File: config.mk
export PLATFORM = sky130hd
export DESIGN_NAME = reg_scoreboard
export DESIGN_NICKNAME = d
export VERILOG_FILES = /design/src/rtl/reg_scoreboard_pkg.sv /design/src/rtl/sb_counter.sv /design/src/rtl/reg_scoreboard.sv
export SDC_FILE = /design/constraint.sdc
export NUM_CORES = 1
export LEC_CHECK = 0
export CELL_PAD_IN_SITES_DETAIL_PLACEMENT = 2
export CELL_PAD_IN_SITES_GLOBAL_PLACEMENT = 2
export CORE_UTILIZATION = 33
export CTS_BUF_LIST = sky130_fd_sc_hd__clkbuf_8 sky130_fd_sc_hd__clkbuf_16
export DETAILED_ROUTE_END_ITERATION = 8
export PLACE_DENSITY = 0.91
export SYNTH_ARGS = -nofsm -noshare
export SYNTH_HDL_FRONTEND = slang
export SYNTH_SLANG_ARGS = --single-unit
File: constraint.sdc
create_clock -name clk -period 4.7 [get_ports clk]
set_clock_uncertainty 0.1 [all_clocks]
set_input_delay 0.94 -clock clk [delete_from_list [all_inputs] [get_ports clk]]
set_output_delay 0.94 -clock clk [all_outputs]
set_load 0.005 [all_outputs]
File: src/rtl/reg_scoreboard_pkg.sv
// Shared constants and types for the register hazard scoreboard.
// Optional forwarding relief is enabled with the SCOREBOARD_FWD_EN macro.
package reg_scoreboard_pkg;

  localparam int unsigned REG_CNT  = 16;
  localparam int unsigned REG_AW   = 4;
  localparam int unsigned PC_IDX   = 15;
  localparam int unsigned SB_CNT_W = 2;

  typedef logic [REG_CNT-1:0] reg_mask_t;

endpackage

File: src/rtl/sb_counter.sv
// Saturating up/down pending-write counter with synchronous clear,
// nonzero flag and a combinational underflow pulse.
module sb_counter #(
  parameter int unsigned CNT_W = 2
) (
  input  logic             clk,
  input  logic             reset,
  input  logic             i_clr,
  input  logic             i_inc,
  input  logic             i_dec,
  output logic [CNT_W-1:0] o_cnt,
  output logic             o_nz,
  output logic             o_unf
);

  localparam logic [CNT_W-1:0] CntMax = '1;

  logic [CNT_W-1:0] r_cnt;
  logic [CNT_W-1:0] w_cnt_nxt;

  always_comb begin
    w_cnt_nxt = r_cnt;
    o_unf     = 1'b0;
    if (i_clr) begin
      w_cnt_nxt = '0;
    end else if (i_inc && !i_dec) begin
      if (r_cnt != CntMax) w_cnt_nxt = r_cnt + CNT_W'(1);
    end else if (i_dec && !i_inc) begin
      // Retiring with nothing outstanding is a protocol error, not a wrap.
      if (r_cnt == '0) o_unf = 1'b1;
      else             w_cnt_nxt = r_cnt - CNT_W'(1);
    end
  end

  always_ff @(posedge clk or negedge reset) begin
    if (!reset) r_cnt <= '0;
    else        r_cnt <= w_cnt_nxt;
  end

  assign o_cnt = r_cnt;
  assign o_nz  = |r_cnt;

endmodule

File: src/rtl/reg_scoreboard.sv
// Issue-side hazard scoreboard for the 16-entry register file; r15 (PC) is untracked.
// Define SCOREBOARD_FWD_EN to let a retiring last write release RAW/full stalls.
module reg_scoreboard
  import reg_scoreboard_pkg::*;
#(
  parameter int unsigned CNT_W = SB_CNT_W
) (
  input  logic              clk,
  input  logic              reset,
  input  logic              iv,
  input  logic [REG_AW-1:0] ir1,
  input  logic [REG_AW-1:0] ir2,
  input  logic              ir1v,
  input  logic              ir2v,
  input  logic              iwe,
  input  logic [REG_AW-1:0] iwa,
  input  logic              flush,
  input  logic              we,
  input  logic [REG_AW-1:0] wa,
  output logic              stall,
  output logic              fire,
  output logic [REG_CNT-1:0] pending,
  output logic              err
);

  localparam logic [CNT_W-1:0] CntMax = '1;
`ifdef SCOREBOARD_FWD_EN
  localparam logic [CNT_W-1:0] CntOne = CNT_W'(1);
`endif

  logic [CNT_W-1:0] w_cnt [REG_CNT];
  reg_mask_t        w_nz;
  reg_mask_t        w_unf;
  logic             w_haz1;
  logic             w_haz2;
  logic             w_full;
  logic             w_stall;
  logic             w_fire;
  logic             r_err;

  for (genvar gi = 0; gi < int'(PC_IDX); gi++) begin : g_cnt
    sb_counter #(
      .CNT_W (CNT_W)
    ) u_cnt (
      .clk   (clk),
      .reset (reset),
      .i_clr (flush),
      .i_inc (w_fire && iwe && (iwa == REG_AW'(gi))),
      .i_dec (we && (wa == REG_AW'(gi))),
      .o_cnt (w_cnt[gi]),
      .o_nz  (w_nz[gi]),
      .o_unf (w_unf[gi])
    );
  end

  assign w_cnt[PC_IDX] = '0;
  assign w_nz[PC_IDX]  = 1'b0;
  assign w_unf[PC_IDX] = 1'b0;

  always_comb begin
    w_haz1 = ir1v && (w_cnt[ir1] != '0);
    w_haz2 = ir2v && (w_cnt[ir2] != '0);
    w_full = iwe && (w_cnt[iwa] == CntMax);
`ifdef SCOREBOARD_FWD_EN
    // Reg file write-before-read delivers the retiring value this same cycle.
    if (we && (wa == ir1) && (w_cnt[ir1] == CntOne)) w_haz1 = 1'b0;
    if (we && (wa == ir2) && (w_cnt[ir2] == CntOne)) w_haz2 = 1'b0;
    if (we && (wa == iwa)) w_full = 1'b0;
`endif
  end

  assign w_stall = iv && (w_haz1 || w_haz2 || w_full) && !flush;
  assign w_fire  = iv && !w_stall && !flush;

  always_ff @(posedge clk or negedge reset) begin
    if (!reset) r_err <= 1'b0;
    else        r_err <= r_err | (|w_unf);
  end

  assign stall   = w_stall;
  assign fire    = w_fire;
  assign pending = w_nz;
  assign err     = r_err;

endmodule

Word level (Yosys, flattened, before mapping)
Index checks and enable logic that the tools add are counted.

Flip-flop bits (word level): 31. Input port bits: 24. Output and inout port bits: 19. Word-level logic and storage cells: 438.

Add/sub/neg operators: 30. $lt $le $gt $ge: 3. Equal/unequal tests: 74. Muxes and demuxes: 144. Bitwise operators: 4. Reduce and logical (&&, ||, !) cells: 167.

Operator list (number): 2-bit two-way mux (81); 1-bit logical AND (68); 1-bit two-way mux (60); 4-bit == test, second input constant (14); 3-bit by 2-bit inequality test with 1-bit output, second input constant (15); 3-bit inequality test, second input constant (15); 3-bit AND reduction (15); 3-bit nonzero test (15); 4-bit by 3-bit == test with 1-bit output, second input constant (8); 1-bit logical NOT (32); 2-bit by 1-bit adder with 2-bit output, second input constant (15); 2-bit logical NOT (15); 2-bit inequality test, second input constant (15); 2-bit OR reduction (15); 2-bit by 1-bit subtractor with 2-bit output, second input constant (15); 2-bit binary-select mux with 4-bit select (3); 4-bit by 2-bit == test with 1-bit output, second input constant (4); 5-bit greater-or-equal comparator, second input constant (3); 4-bit inverter with 5-bit output (3); 15-bit OR reduction (1); 4-bit by 1-bit == test with 1-bit output, second input constant (2); 4-bit logical NOT (2); 2-bit nonzero test (2); 2-bit == test, second input constant (1); other kinds (2) (3).

Longest topological paths before layout
Gate-level depths: netlist of run 1.

Depth in word-level cells: 22. Depth in mapped cells: 12. Gate-level depth less buffers: 8.

By module
A second synthesis of run 1 with hierarchy kept.

Cell total of the unflattened synthesis: 383. Area total of the unflattened synthesis: 3374.5 µm².

By module, submodules not included: sb_counter (times used 15, cells each 16, area an instance 150.1 µm², sequential area each 50.0 µm²); reg_scoreboard (times used 1, cells each 143, area an instance 1122.3 µm², sequential area each 25.0 µm²).

Least setup slack after synthesis of run 1
Ideal clock, no wire load.

Kind: input port to output port. Start point: in iwa[1]. End point: out fire. Arrival time: 3.045 ns. Required time: 3.660 ns. Slack: 0.615 ns. Cell stages on the path: 10. Path buffers: 5. Path through: clkbuf_1 -> buf_2 -> mux4_2 -> o2111ai_1 -> a32oi_1 -> buf_2 -> nor3_1 -> buf_2 -> buf_4 -> and3_1.

Word-level cells in the longest chain between the ends: 12.

Ends and longest elaborated chain: start, declared (line reg_scoreboard.sv:16) `input logic [REG_AW-1:0] iwa,`; 4-bit inverter with 5-bit output (implied by the code) (line reg_scoreboard.sv:63) `w_full = iwe && (w_cnt[iwa] == CntMax);`; 2-bit binary-select mux with 4-bit select (line reg_scoreboard.sv:63); 2-bit two-way mux (implied by the code) (2 in a row) (line reg_scoreboard.sv:63); 2-bit == test (line reg_scoreboard.sv:63); 1-bit logical AND (line reg_scoreboard.sv:63); 1-bit logical OR (line reg_scoreboard.sv:72) `assign w_stall = iv && (w_haz1 || w_haz2 || w_full) && !flush;`; 1-bit logical AND (2 in a row) (line reg_scoreboard.sv:72); 1-bit logical NOT (line reg_scoreboard.sv:73) `assign w_fire = iv && !w_stall && !flush;`; 1-bit logical AND (2 in a row) (line reg_scoreboard.sv:73); end, declared (line reg_scoreboard.sv:21) `output logic fire,`.

No other way between the ends. The select of a mux whose other input is x is not followed.

Final worst setup path of run 1
Start point: in iwa[3]. End point: out fire.

Same word-level chain as after synthesis.

==> run_results.csv, run 1 <==
group,metric,value,unit
run_status,status,"completed",
synthesis,post-synth-top-area-fraction,23.6,%
floorplan,dieArea,10400,um2
power_and_ir_drop,vdd_drop_max,81.6,uV
grt,grt_max_degree,42,
floorplan,row_count,36,
synthesis,yosys-top-cells-area,"dfrtp_1 24%, a21oi_1 5.0%, nor2_1 5.0%, mux4_2 4.8%, nand2_1 4.1%",
drt,wl_per_cell,25.0,um
synthesis,syn_avg_cell_area,7.52,um2
clock_network,cts_hold_buf,0,
final_layout,final_core_util,39.8,%
clock_network,cts_tree,"done",
placed_design,post-place-ws,-2.22,ps
setup_path,crit_path_start_kind,"input pin",
power_and_ir_drop,seqPwrFrac,41.1,%
sta,period_share,97.9,%
clock_network,numCtsBuffers,5,
drt,wl,14800,um
sta,setup_viol,0,
synthesis,synth-edff-count,0,
setup_path,path_class,"in -> out",
grt,antenna_found_initial,0,
sta,slew_viol_final,0,
grt,grt_pass1_vias,4051,
clock_network,clk_pin_slew,80,ps
grt,grt_usage,29.6,%
drt,met1_length,6310,um
clock_network,cts.htree.levels,2,
sta,slew_headroom,41.9,%
final_layout,drive_gt1_share,11.1,%
sta,final-hold-violation-count,0,
floorplan,io_pins,43,
synthesis,ys.flop_type,"dfrtp_1",
sta,fin_ws,98.1,ps
final_layout,fillers,1149,
floorplan,core_area,9730,um2
sta,worst_slew_pin_slew,869,ps
power_and_ir_drop,combPwrFrac,26.0,%
placed_design,place_congestion,0.957,
clock_network,cts-root-buf,"clkbuf_8",
final_layout,syn_to_final_growth,17.6,%
synthesis,ys.warnings.count,0,
drt,firstDrtPassIters,5,
synthesis,synth_area_leader_cell,"dfrtp_1",
power_and_ir_drop,p_leak,1.53,nW
grt,overflow,0,
power_and_ir_drop,powerDensity,171,nW/um2
setup_path,cp_max_fo,9,
drt,dr_wl_met2,7310,um
synthesis,synth_seq_cells,31,
drt,maxUsedRoutingLayer,"met4",
floorplan,die_width,102,um
power_and_ir_drop,p_sw_share,34.8,%
power_and_ir_drop,p_int,431,uW
power_and_ir_drop,pwr-share-clk,32.9,%
clock_network,max-clock-path-buffers,2,
drt,dr.first_iter.drc_count,254,
final_layout,multiInputGateArea,2170,um2
floorplan,start_util,33.8,%
power_and_ir_drop,switchingPower,230,uW
final_layout,antennaDiodeCount,0,
setup_path,crit_required,3660,ps
drt,antenna_left,0,
run,max_cap_violations,0,
floorplan,die_h,102,um
synthesis,ys_seq_area_share,23.6,%
sta,max_freq,0.217,GHz
drt,vias_per_cell,6.38,
sta,rsz0062_at_grt,"false",
final_layout,nets,483,
placed_design,hpwl,11200,um
clock_network,clkLatencyLatePin,300,ps
drt,met3_length,734,um
sta,min_period,4600,ps
clock_network,clock_sinks,31,
worst_hold_path,min_path_type,"reg -> reg",
drt,drc,0,
drt,vias,3783,
synthesis,syn_inst,438,
synthesis,ys_types,67,
setup_path,arrival,3560,ps
final_layout,register_area,776,um2
grt,grt_pass1_wl,22800,um
placed_design,io_buffers,41,
synthesis,synthArstFlopShare,100,%
synthesis,syn-num-nets,462,
setup_path,worstSetupEndpointType,"output pin",
synthesis,synth_area,3290,um2
==> routing by layer <==
layer	vias up	GRT usage, %
li1	1672	-
met1	1929	36.4
met2	147	52.3
met3	35	3.15
met4	0	13.0
met5	-	0
==> area by class of cell <==
type	count	area share, %
clock inverters	3	0.323
inverters	27	2.62
well taps	133	4.30
flip-flops and latches	31	20.0
repair buffers	62	14.7
multi-input cells	332	56.2
clock buffers	5	1.78
==> Yosys cell counts, drive strengths merged (4+ instances only) <==
master,n
buf,25
nor2,44
o211ai,7
dfrtp,31
nor4,19
nor3b,6
a211oi,4
o2111ai,7
o21ai,10
nand2,36
or3,6
nor2b,6
and3,7
mux4,9
a32oi,7
clkbuf,23
nand4,6
inv,27
nand3,21
xnor2,4
a21oi,33
mux2i,5
and2,4
a32o,6
nor3,26
nand2b,6
==> per-stage QoR <==
stage	setup TNS, ps	instances	instance area (um2)	total power [mW]	hold slack (ps)
after floorplan	0	438	3290	0.367	447
after global placement	0	585	3770	0.436	478
after detailed placement	-2.22	585	3770	0.443	526
after CTS	0	593	3860	0.661	536
after global routing	0	593	3870	0.684	557
final	0	593	3870	0.661	536
==> repair_timing <==
| item | in CTS | in global routing |
|---|---|---|
| cloned | 0 | 0 |
| gates resized for setup | 1 | 2 |
| pin swaps | 0 | 1 |
| buffers inserted | 0 | 0 |
| endpoints found under the setup margin | 1 | 2 |
==> placed cells by master (no fill, tap or decap), types with 7 or more instances in the layout <==
cell type        count
nor3_1              25
dfrtp_1             31
and3_1               7
nand3_1             21
a32oi_1              7
nor4_1              18
buf_4               21
clkdlybuf4s50_1     40
inv_1               29
o2111ai_1            7
o211ai_1             7
nand2_1             36
o21ai_0             10
mux4_2               7
a21oi_1             33
nor2_1              44
==> registers in the layout (all words and copies together) (netlist names) <==
name / cells
err: 1
g_cnt.u_cnt.o_cnt: 30
==> path summary, 6_finish.rpt <==
kind                                     startpoint                       end  slack [ps]  depth (start not counted)
hold reg to reg             g_cnt[7].u_cnt.o_cnt[1]   g_cnt[7].u_cnt.o_cnt[1]         540                          2
max in group asynchronous                     reset   g_cnt[6].u_cnt.o_cnt[1]        3180                          2
hold / removal              g_cnt[7].u_cnt.o_cnt[1]   g_cnt[7].u_cnt.o_cnt[1]         540                          2
setup reg to reg           g_cnt[10].u_cnt.o_cnt[0]                       err        1470                          8
min in group asynchronous                     reset  g_cnt[11].u_cnt.o_cnt[0]         970                          2
setup / recovery                             iwa[3]                      fire         100                          7
==> cells by family (layout without fill, tap and decap cells) <==
group	count (synthesis)	after routing	share of synthesized area, %
other	1	1	0.114
and+or+nand+nor	200	200	31.4
xor gates and xnor gates	5	5	1.33
muxes	15	15	8.25
AOI/OAI and AO/OA	111	111	24.4
DFF	31	31	23.6
buffers and inverters	75	97	11.0
==> power groups by stage <==
stage               logic [mW]  clock network, mW  registers (mW)
finish                   0.172              0.218           0.272
global route             0.182              0.229           0.272
CTS                      0.168              0.222           0.272
detailed placement       0.166                  0           0.277
global placement         0.159                  0           0.277
floorplan               0.0913                  0           0.275
==> worst max-delay path, stage by stage <==
cell             delay (ps)
clkdlybuf4s50_1         790
mux4_2                  410
o211ai_1                260
a32oi_1                 130
nor3_2                  320
and3_1                  200
clkdlybuf4s50_1         490
No activity file was read; power rests on OpenSTA's default activity.
==> run 2, diff against run 1 <==
- SETUP_SLACK_MARGIN: default -> 0.5
==> run 2 against run 1 <==
Compared with the run above:
- maximum frequency grew 12%
- largest power group unchanged
- sequential power is essentially flat
- critical endpoint unchanged
- sequential cell count is the same
- non-clock buffer count grew 7
- count of clock-buffer cells in the layout is the same
- final area grew 1.6%
- routed wire length grew 2.6%
==> run_results.csv, run 2 (same netlist as run 1, synthesis figures left out) <==
group,metric,value,unit
sta,holdWs,530,ps
power_and_ir_drop,p_leak,1.59,nW
setup_path,path_class,"in -> out",
placed_design,io_buffers,41,
placed_design,place_congestion,0.957,
setup_path,worstSetupEndpointType,"output pin",
final_layout,nets,490,
final_layout,final_common_cell,"nor2_1",
grt,grt_usage,30.3,%
floorplan,die_h,102,um
floorplan,die_width,102,um
sta,min_period,4130,ps
drt,dr.first_iter.drc_count,286,
setup_path,endpoint,"fire",
final_layout,final_cell_mix,"44 x nor2_1, 36 x nand2_1, 32 x a21oi_1, 31 x dfrtp_1, 31 x clkdlybuf4s50_1",
clock_network,cts_tree,"done",
grt,grt_pass1_wl,23300,um
drt,vias_per_cell,6.42,
floorplan,dieArea,10400,um2
clock_network,cts-root-buf,"clkbuf_8",
final_layout,multiInputGateArea,2200,um2
setup_path,worst-r2r-cell-count,9,
floorplan,start_util,33.8,%
final_layout,antennaDiodeCount,0,
final_layout,syn_to_final_growth,19.5,%
drt,wl_per_cell,25.4,um
grt,grt_max_degree,42,
floorplan,core_area,9730,um2
clock_network,cts.htree.levels,2,
grt,antenna_found_initial,0,
drt,vias,3852,
grt,grt_pass1_vias,4103,
setup_path,reg2reg_slack,1380,ps
clock_network,clk_pin_slew,80,ps
setup_path,crit_required,3660,ps
sta,slew_headroom,41.8,%
sta,worst_slew_pin_slew,870,ps
final_layout,drive_gt1_share,15.2,%
sta,slew_viol_final,0,
grt,overflow,0,
setup_path,crit_start,"ir2[2]",
setup_path,r2r_end,"g_cnt[6].u_cnt.o_cnt[0]",
setup_path,crit_path_start_kind,"input pin",
final_layout,largest_reg_flops,30,
clock_network,numCtsBuffers,5,
worst_hold_path,hold_start,"g_cnt[7].u_cnt.o_cnt[1]",
placed_design,hpwl,11200,um
drt,antenna_left,0,
run_status,status,"completed",
final_layout,register_area,776,um2
power_and_ir_drop,vdd_drop_max,81.3,uV
sta,rsz0062_at_grt,"false",
floorplan,row_count,36,
floorplan,io_pins,43,
clock_network,max-clock-path-buffers,2,
drt,wl,15200,um
placed_design,post-place-ws,-2.22,ps
drt,firstDrtPassIters,4,
worst_hold_path,min_path_type,"reg -> reg",
power_and_ir_drop,powerDensity,170,nW/um2
final_layout,fillers,1140,
sta,fin_ws,573,ps
clock_network,clock_sinks,31,
clock_network,clkLatencyLatePin,300,ps
sta,final-hold-violation-count,0,
sta,period_share,87.8,%
setup_path,r2r_start,"g_cnt[5].u_cnt.o_cnt[1]",
drt,drc,0,
setup_path,arrival,3090,ps
run,max_cap_violations,0,
sta,max_freq,0.242,GHz
sta,setup_viol,0,
setup_path,cp_max_fo,5,
[run 2: area by class of cell]
cell class                      instances  share of cell area [%]
Multi-Input combinational cell        332                    56.0
Sequential cell                        31                    19.7
Timing Repair Buffer                   69                    15.4
Tap cell                              133                    4.23
Inverter                               27                    2.58
Clock buffer                            5                    1.75
Clock inverter                          3                   0.318
[run 2: worst max-delay path, stage by stage]
cell and delay [ps]:
clkdlybuf4s50_1 620, mux4_2 340, and3b_2 240, nor4_4 250, nor3_4 70, and3_1 190, clkdlybuf4s50_1 440
[run 2: worst min path at each step]
stage | to | cells past startpoint | slack (ps)
final | g_cnt[7].u_cnt.o_cnt[1] | 2 | 530
after global routing | g_cnt[14].u_cnt.o_cnt[1] | 2 | 560
after CTS | g_cnt[14].u_cnt.o_cnt[1] | 2 | 540
after detailed placement | g_cnt[14].u_cnt.o_cnt[1] | 2 | 530
after global placement | g_cnt[14].u_cnt.o_cnt[1] | 2 | 480
after floorplan | g_cnt[14].u_cnt.o_cnt[1] | 2 | 450
[run 2: per-layer routing]
layer	vias to the layer above	GRT usage, %	part of all wire, %
li1	1686	-	-
met1	1969	37.5	42
met2	154	51.2	48
met3	43	4.38	5.5
met4	0	15.8	4.2
met5	-	0	0
[run 2: power by group]
part / internal [mW] / total (mW) / switching (mW) / leakage, nW
logic: 0.0653 / 0.178 / 0.113 / 1.11
clock network: 0.0999 / 0.217 / 0.117 / 0.0505
registers: 0.268 / 0.272 / 0.00387 / 0.427
[run 2: what timing repair did]
action                                  in CTS  in global routing
gates resized for setup                     25                  5
pin swaps                                    4                  1
setup buffers                                6                  1
cloned                                       0                  0
endpoints found under the setup margin       2                  2
hold buffers                                 0                  0
[run 2: per-stage QoR]
step | instance area (um2) | cells | setup TNS [ps] | util [%] | total power [mW]
after global placement | 3770 | 585 | 0 | 38.8 | 0.436
final | 3930 | 600 | 0 | 40.4 | 0.667
after floorplan | 3290 | 438 | 0 | - | 0.367
after CTS | 3930 | 599 | 0 | 40.4 | 0.667
after detailed placement | 3770 | 585 | -2.22 | 38.8 | 0.443
after global routing | 3930 | 600 | 0 | 40.4 | 0.690
==> run 3, diff against run 2 <==
- ABC_AREA: default -> 1
- CORE_UTILIZATION: 33 -> 29
==> run 3 against run 2 <==
Compared with the run above:
- core utilization down 5.4 points
- global-route usage down 3.0 points
- cell count up 50%
- hold slack worse by 64 ps
- power rose to 2.8 times the previous value
- largest cell class unchanged
- highest routed layer unchanged
==> run_results.csv, run 3 <==
group,metric,value,unit
run_status,status,"completed",
worst_hold_path,min_path_type,"reg -> reg",
sta,slew_headroom,59.8,%
power_and_ir_drop,seqPwrFrac,27.1,%
setup_path,crit_top_cell,"nand2_1",
synthesis,synthArstFlopShare,100,%
sta,final-hold-violation-count,0,
grt,antenna_found_initial,0,
drt,vias_per_cell,5.12,
drt,drc,0,
grt,grt_max_degree,37,
synthesis,syn_inst,701,
worst_hold_path,hold_start,"g_cnt[9].u_cnt.o_cnt[1]",
setup_path,crit_required,3660,ps
final_layout,multiInputGateArea,2380,um2
floorplan,die_width,115,um
setup_path,path_class,"in -> out",
drt,vias,4613,
synthesis,synth_area,3730,um2
floorplan,start_util,29.7,%
clock_network,cts.htree.levels,2,
placed_design,io_buffers,41,
floorplan,die_h,115,um
sta,period_share,86.3,%
setup_path,worst-r2r-cell-count,15,
setup_path,reg2reg_slack,1730,ps
power_and_ir_drop,p_int,955,uW
synthesis,synth.most_common_cell,"nand2_1",
drt,maxUsedRoutingLayer,"met4",
power_and_ir_drop,vdd_drop_max,167,uV
setup_path,arrival,3020,ps
setup_path,worstSetupEndpointType,"output pin",
sta,rsz0062_at_grt,"false",
placed_design,placed_cells,893,
power_and_ir_drop,p_leak,2.32,nW
worst_hold_path,holdPathStages,2,
clock_network,clock_sinks,31,
grt,grt_pass1_vias,5107,
setup_path,cp_max_fo,8,
drt,firstDrtPassIters,4,
final_layout,fin_cells,901,
final_layout,final_cell_mix,"274 x nand2_1, 120 x nor2_1, 86 x inv_1, 69 x nand3_1, 35 x clkdlybuf4s50_1",
synthesis,yosys-top-cells-area,"nand2_1 28%, dfrtp_1 21%, nor2_1 12%, nand3_1 9.4%, inv_1 8.9%",
power_and_ir_drop,switchingPower,943,uW
synthesis,synth_area_leader_cell,"nand2_1",
sta,tns,0,ps
power_and_ir_drop,combPwrFrac,53.9,%
grt,overflow,0,
setup_path,critical_path.top_delay_family,"buffers and inverters",
power_and_ir_drop,p_sw_share,49.7,%
final_layout,register_area,776,um2
sta,fin_ws,644,ps
synthesis,synth-edff-count,0,
grt,grt_pass1_wl,27000,um
clock_network,cts-root-buf,"clkbuf_16",
clock_network,numCtsBuffers,5,
final_layout,fillers,1660,
setup_path,r2r_start,"g_cnt[12].u_cnt.o_cnt[0]",
drt,met1_length,7330,um
sta,setup_viol,0,
setup_path,critical-path-slowest-cell,"clkdlybuf4s50_1",
synthesis,ys.flop_type,"dfrtp_1",
synthesis,synth_seq_cells,31,
placed_design,hpwl,13700,um
synthesis,ys.warnings.count,0,
clock_network,cts_tree,"done",
floorplan,row_count,41,
clock_network,clk_pin_slew,60,ps
synthesis,syn_avg_cell_area,5.32,um2
power_and_ir_drop,powerDensity,432,nW/um2
clock_network,max-clock-path-buffers,2,
grt,grt_usage,27.3,%
drt,dr_wl_met2,8520,um
worst_hold_path,hold_end,"g_cnt[9].u_cnt.o_cnt[1]",
final_layout,antennaDiodeCount,0,
placed_design,place_congestion,0.955,
power_and_ir_drop,pwr-share-clk,19.1,%
drt,dr.first_iter.drc_count,220,
synthesis,ys_types,26,
clock_network,cts_hold_buf,0,
final_layout,drive_gt1_share,8.09,%
floorplan,io_pins,43,
run,max_cap_violations,0,
final_layout,final_common_cell,"nand2_1",
synthesis,ys_seq_area_share,20.8,%
clock_network,clkLatencyLatePin,300,ps
sta,worst_slew_pin_slew,600,ps
final_layout,fin_area,4400,um2
final_layout,nets,752,
final_layout,largest_reg_flops,30,
sta,slew_viol_final,0,
sta,min_period,4060,ps
final_layout,syn_to_final_growth,18.0,%
drt,met3_length,740,um
floorplan,dieArea,13300,um2
drt,wl,17100,um
drt,wl_per_cell,19.0,um
synthesis,post-synth-top-area-fraction,27.6,%
floorplan,core_area,12600,um2
placed_design,post-place-ws,323,ps
setup_path,crit_chain,"clkdlybuf4s50_1, nand2_1, inv_4, nand2_1, nand2_1, inv_1, nand2_2, nand2_1, nor2_2, nor2_4, nor2_2, clkdlybuf4s50_1",
setup_path,crit_path_start_kind,"input pin",
setup_path,cp_slowest_stage_delay,550,ps
placed_design,placed_cell_area,4230,um2
final_layout,final_core_util,35.0,%
setup_path,crit_buf_inv,4,
sta,max_freq,0.247,GHz
drt,antenna_left,0,
synthesis,syn-num-nets,725,
synthesis,yosys-top-cells-count,"274 x nand2_1, 124 x nor2_1, 88 x inv_1",
setup_path,r2r_end,"g_cnt[5].u_cnt.o_cnt[0]",
-- run 3: cell count changes in the layout (fill, tap and decap cells not counted), sizes merged, moves of 9 or more --
cell	before	now
nor4	19	0
inv	29	99
nand3	21	75
buf	28	11
nand2	36	279
a21oi	33	2
nor2	44	128
mux4	9	0
nor3	26	2
nand4	6	34
-- run 3: through the flow --
step	hold WS, ps	total power, mW
2_1_floorplan	393	1.14
3_3_place_gp	430	1.44
3_5_place_dp	449	1.52
4_1_cts	470	1.91
5_1_grt	498	2.04
6_report	467	1.90
-- run 3: routing by layer --
layer	vias to the layer above	global-route usage (%)
met1	2289	32.4
li1	2201	-
met2	94	48.1
met4	0	12.0
met5	-	0
met3	29	4.53
-- run 3: power by group through the flow --
stage / clock network, mW / logic [mW] / registers (mW)
finish: 0.362 / 1.02 / 0.514
global placement: 0 / 0.939 / 0.504
detailed placement: 0 / 1.01 / 0.515
CTS: 0.369 / 1.03 / 0.512
global route: 0.374 / 1.14 / 0.525
floorplan: 0 / 0.690 / 0.447
-- run 3: what timing repair did --
item,4_1_cts,5_1_grt
setup buffers,0,0
resized for setup,10,10
setup endpoints to repair,2,1
pin swaps,0,1
hold endpoints to repair,0,0
-- run 3: worst max-delay path by stage --
stage / slack, ps / start / endpoint / cells after the start
after floorplan: 1610 / iwa[1] / stall / 11
after global placement: 400 / iwa[0] / stall / 14
after detailed placement: 320 / iwa[0] / stall / 15
after CTS: 540 / ir1[1] / stall / 13
after global routing: 500 / iwa[3] / stall / 12
final: 640 / iwa[3] / stall / 12
-- run 3: cells by family after synthesis --
| group | after synthesis | synth area share [%] |
|---|---|---|
| AO/OA/AOI/OAI | 13 | 2.35 |
| other | 1 | 0.101 |
| buffers and inverters | 130 | 15.8 |
| flip-flops | 31 | 20.8 |
| AND/OR/NAND/NOR | 522 | 60.0 |
| XOR/XNOR | 4 | 0.940 |
-- run 3: area by class of cell --
cell class	count	share of cell area [%]
Clock buffer	7	3.47
Sequential cell	31	17.6
Multi-Input combinational cell	540	54.2
Inverter	98	8.42
Tap cell	172	4.89
Clock inverter	1	0.0854
Timing Repair Buffer	52	11.3
-- run 3: worst register-to-register path: cells and delay by family (launching register included) --
kind / cells / cell delay [ps]
simple gates: 13 / 2030
buf+inv: 2 / 310
flops: 1 / 450
